--- config.mk ---
export PLATFORM = sky130hd
export DESIGN_NAME = switchreader
export DESIGN_NICKNAME = d
export VERILOG_FILES = /design/src/rtl/switchreader.sv
export SDC_FILE = /design/constraint.sdc
export NUM_CORES = 1
export LEC_CHECK = 0
export CAP_MARGIN = 5
export CORE_UTILIZATION = 44
export DETAILED_ROUTE_END_ITERATION = 7
export MAX_ROUTING_LAYER = met4
export SETUP_SLACK_MARGIN = 0.1
export SLEW_MARGIN = 15
export SYNTH_ARGS = -nofsm -noshare
export SYNTH_HDL_FRONTEND = slang
export SYNTH_SLANG_ARGS = --single-unit
--- constraint.sdc ---
create_clock -name clock -period 3.2 [get_ports clock]
set_input_delay 0.32 -clock clock [delete_from_list [all_inputs] [get_ports clock]]
set_output_delay 0.32 -clock clock [all_outputs]
set_load 0.01 [all_outputs]
--- src/rtl/switchreader.sv ---
// Slide-switch reader: synchronises SW7..SW0, debounces them as one 8-bit
// vector on a prescaled sample tick, and reports the settled value, its bar
// level and a one-clock strobe on every accepted change.
//
// state  | meaning
// -------+-----------------------------------------------------------------
// IDLE   | sampled switches match the accepted value; nothing pending
// SETTLE | a different value (candidate) is being counted over sample ticks
module switchreader #(
  parameter int CLKDIV = 50000,
  parameter int STABLE = 4
) (
  input  logic       clock,
  input  logic       reset_n,
  input  logic       SW7,
  input  logic       SW6,
  input  logic       SW5,
  input  logic       SW4,
  input  logic       SW3,
  input  logic       SW2,
  input  logic       SW1,
  input  logic       SW0,
  output logic [7:0] data,
  output logic [3:0] level,
  output logic       strobe
);

  // A CLKDIV of 1 still needs a 1-bit prescaler so the compare stays legal.
  localparam int              PW         = (CLKDIV > 1) ? $clog2(CLKDIV) : 1;
  localparam logic [PW-1:0]   PRESC_MAX  = PW'(CLKDIV - 1);
  localparam logic [3:0]      COUNT_LAST = 4'(STABLE - 1);

  typedef enum logic {
    IDLE   = 1'b0,
    SETTLE = 1'b1
  } state_t;

  logic [7:0]    sw_raw;
  logic [7:0]    sync1_q, sync1_d;
  logic [7:0]    sync2_q, sync2_d;
  logic [PW-1:0] presc_q, presc_d;
  logic          tick;
  state_t        state_q, state_d;
  logic [7:0]    cand_q, cand_d;
  logic [3:0]    count_q, count_d;
  logic [7:0]    data_q, data_d;
  logic [3:0]    level_q, level_d;
  logic          strobe_q, strobe_d;
  logic          accept;
  logic [7:0]    accept_val;

  assign sw_raw = {SW7, SW6, SW5, SW4, SW3, SW2, SW1, SW0};

  // Bar level: 0 for an all-off vector, else highest set bit index + 1.
  function automatic logic [3:0] bar_level(input logic [7:0] v);
    logic [3:0] lv;
    lv = 4'd0;
    for (int i = 0; i < 8; i++) begin
      if (v[i]) lv = 4'(i + 1);
    end
    return lv;
  endfunction

  // Two-stage synchroniser for the raw switch inputs.
  always_comb begin
    sync1_d = sw_raw;
    sync2_d = sync1_q;
  end

  // Free-running prescaler; tick marks its last count.
  always_comb begin
    tick    = (presc_q == PRESC_MAX);
    presc_d = tick ? '0 : presc_q + PW'(1);
  end

  // Debounce FSM next-state and output logic, advancing only on tick.
  always_comb begin
    state_d    = state_q;
    cand_d     = cand_q;
    count_d    = count_q;
    data_d     = data_q;
    level_d    = level_q;
    strobe_d   = 1'b0;
    accept     = 1'b0;
    accept_val = sync2_q;
    if (tick) begin
      case (state_q)
        IDLE: begin
          if (sync2_q != data_q) begin
            if (STABLE == 1) begin
              accept     = 1'b1;
              accept_val = sync2_q;
            end else begin
              cand_d  = sync2_q;
              count_d = 4'd1;
              state_d = SETTLE;
            end
          end
        end
        SETTLE: begin
          if (sync2_q != cand_q) begin
            if (sync2_q == data_q) begin
              state_d = IDLE;
            end else begin
              cand_d  = sync2_q;
              count_d = 4'd1;
            end
          end else if (count_q < COUNT_LAST) begin
            count_d = count_q + 4'd1;
          end else begin
            accept     = 1'b1;
            accept_val = cand_q;
          end
        end
        default: state_d = IDLE;
      endcase
    end
    if (accept) begin
      data_d   = accept_val;
      level_d  = bar_level(accept_val);
      strobe_d = 1'b1;
      state_d  = IDLE;
    end
  end

  // All registers, cleared by the synchronous active-low reset.
  always_ff @(posedge clock) begin
    if (!reset_n) begin
      sync1_q  <= 8'h00;
      sync2_q  <= 8'h00;
      presc_q  <= '0;
      state_q  <= IDLE;
      cand_q   <= 8'h00;
      count_q  <= 4'd0;
      data_q   <= 8'h00;
      level_q  <= 4'd0;
      strobe_q <= 1'b0;
    end else begin
      sync1_q  <= sync1_d;
      sync2_q  <= sync2_d;
      presc_q  <= presc_d;
      state_q  <= state_d;
      cand_q   <= cand_d;
      count_q  <= count_d;
      data_q   <= data_d;
      level_q  <= level_d;
      strobe_q <= strobe_d;
    end
  end

  assign data   = data_q;
  assign level  = level_q;
  assign strobe = strobe_q;

endmodule

==> impl_metrics.tcl <==
set metrics [dict create \
    grt_max_degree 33 \
    internal_power_uw 1230 \
    synthTopCellsByArea "dfxtp_1 47%, mux2i_1 7.5%, xor2_1 5.1%, xnor2_1 4.7%, and2_1 4.1%" \
    row_count 26 \
    design.portCount 23 \
    cts_resized 0 \
    fp.dieH_um 76.1 \
    synth_edf_count 0 \
    cts.htree.levels 3 \
    fin_setup_tns_ns 0 \
    drive_gt1_share_pct 10.4 \
    setup_viol 0 \
    n_antenna_cell 0 \
    clk_pin_slew_worst_paths_ns 0.06 \
    ys.flop_type "dfxtp_1" \
    fmax_mhz 516 \
    p_leak_uw 0.00105 \
    syn_avg_cell_area_um2 10.1 \
    drv_cap 0 \
    required_ns 3.42 \
    clock_sinks 57 \
    die_x_um 76.1 \
    cts_buffers 9 \
    wire_per_inst_um 12.4 \
    synthAdderAreaFrac_pct 1.04 \
    core_area_um2 5200 \
    drtIter0Drc 115 \
    synth-compound-area-share_pct 4.35 \
    worstSetupStartpointType "register" \
    vias 1652 \
    hold_ws_ns 0.433 \
    drt-total-wl_um 4210 \
    yosys_warnings 0 \
    synth_top_cell_by_area "dfxtp_1" \
    power_switching_uw 322 \
    die-area_um2 5790 \
    area_growth_pct 20.1 \
    cts_tree "done" \
    power_density_nw_per_um2 537 \
    grt_pass1_wl_um 7300 \
    synth.area.mux_share_pct 7.93 \
    ir_drop_mv 0.420 \
    grt_use_total_pct 16.9 \
    clock-skew-final_ns 0.0108 \
    firstDrtPassIters 4 \
    status "finished, final reports clean" \
    ant_nets 0 \
    crit_path_max_fanout 12 \
    synth-seq-cells 57 \
    final_core_util_pct 55.7 \
    min_period_over_period_pct 60.6 \
    final_max_slew_viol_count 0 \
    reg2regPathDepth 5 \
    hp-class "reg2reg" \
    hold_buffers 0 \
    drc 0 \
    overflow 0 \
    max_stage_delay_ns 0.46 \
    fin_crit_ns 1.94 \
    combinationalPowerShare_pct 3.7 \
    antenna_found_initial 0 \
    io_buffers 22 \
    path_cells "xnor2_1, nand3_1, or3_1, and3b_4, o31a_1" \
    synth_top_family_by_area "simple AND/OR/NAND/NOR gates" \
    nets 277 \
    clk_latency_ns 0.33 \
    critPathBufInv 0 \
    routabilityCongestion 0.795 \
    rsz0062_at_grt "no" \
    hold_viol 0 \
    clock_power_share_pct 49.2 \
    clockRootBuffer "clkbuf_8" \
    synth_most_common_cell "dfxtp_1" \
    worstHoldPathCells 1 \
    start_util_pct 46.4 \
    seq_area_frac_synth_pct 47.3 \
    postCtsSetupRepairBufs 0 \
    synth_commonest_cells "57 x dfxtp_1, 25 x nand2_1, 18 x mux2i_1, 16 x and2_1, 16 x nor2_1" \
    syn_nets 252 \
    cp_slowest_cell "dfxtp_1" \
    synth_xor_area_share_pct 9.80 \
    synth_area_um2 2410 \
    synth-simple-area-share_pct 26.3 \
    synthCells 240 \
    crit_cells 5 \
    seq_power_share_pct 47.1 \
    tightestPinTransition_ns 0.671 \
    crit_path_end_kind "register" \
    cts_buffer_depth 2 \
    vias_per_cell 4.86 \
    critPathKind "reg2reg" \
    grt_pass1_vias 1524 \
    arrival_ns 2.16 \
    synth.distinct_cells 42 \
    async_flop_share_pct 0 \
    max_slew_margin_pct 55.1 \
    critPathTopFamily "simple AND/OR/NAND/NOR gates" \
    place_hpwl_um 2840 \
    synth.top_cell.area_share_pct 47.3 \
    swShare_pct 20.7 \
]
## power by group through the flow
stage / registers [uW] / clock network (uW) / logic, uW
global placement: 749 / 0 / 58.0
CTS: 733 / 776 / 59.0
global route: 734 / 808 / 66.4
finish: 733 / 765 / 58.0
detailed placement: 749 / 0 / 58.6
floorplan: 745 / 0 / 42.6
## cells in the final DEF (no fill, tap or decap), types with 2 or more instances in the layout
cell / instances
xnor2_1: 13
clkbuf_8: 11
bufinv_16: 2
inv_1: 3
or3_1: 5
nor4_1: 2
nor3_1: 2
ha_1: 2
nand4_1: 2
xor2_1: 14
and2_1: 16
nor2_1: 16
nand3_1: 8
mux2i_1: 18
nor2b_1: 12
a21oi_1: 6
and4bb_2: 2
clkinvlp_4: 2
o21ai_0: 5
nand2_1: 25
clkdlybuf4s50_1: 22
buf_4: 2
and3b_1: 2
and3_2: 2
dfxtp_1: 57
## flip-flops by register name (all words and copies together), names as in the netlist, 3 cells and up
| register | cells |
|---|---|
| sync2_q | 8 |
| count_q | 4 |
| level | 3 |
| data | 8 |
| cand_q | 8 |
| presc_q | 16 |
| sync1_q | 8 |
## final cells by class
class / count / area (um^2)
Multi-Input combinational cell: 170 / 1190
Clock inverter: 4 / 75.1
Sequential cell: 57 / 1140
Timing Repair Buffer: 24 / 235
Inverter: 3 / 11.3
Clock buffer: 12 / 155
Tap cell: 70 / 87.6
Fill cell: 487 / 2310
## cells by family (layout without fill, tap and decap cells)
group,after synthesis,after routing
AND/OR/NAND/NOR,105,105
flip-flops,57,57
XOR/XNOR,27,27
multiplexers,19,19
AO/OA/AOI/OAI,17,17
buffers and inverters,13,43
adder cells (fa/ha/maj),2,2
## path summary, 6_finish.rpt
path	start	end	slack, ns
max	sync2_q[2]	count_q[0]	1.26
min	sync1_q[0]	sync2_q[0]	0.43
max reg2reg	sync2_q[2]	count_q[0]	1.26
min reg2reg	sync1_q[0]	sync2_q[0]	0.43
## metrics by stage
step / total power [uW] / area, um^2 / setup WS (ns) / instances
detailed placement: 807 / 2670 / 1.08 / 324
finish: 1560 / 2900 / 1.26 / 340
CTS: 1570 / 2900 / 1.27 / 340
global route: 1610 / 2900 / 1.13 / 340
global placement: 807 / 2670 / 1.14 / 324
floorplan: 788 / 2410 / 1.40 / 240
## layer usage
layer / global-route usage, % / up-vias / wire (um)
li1: - / 855 / -
met1: 23.4 / 753 / 2270
met2: 21.7 / 33 / 1700
met3: 3.95 / 11 / 125
met4: 11.0 / 0 / 114
met5: - / - / 0
Power figures use the tool's default switching activity.
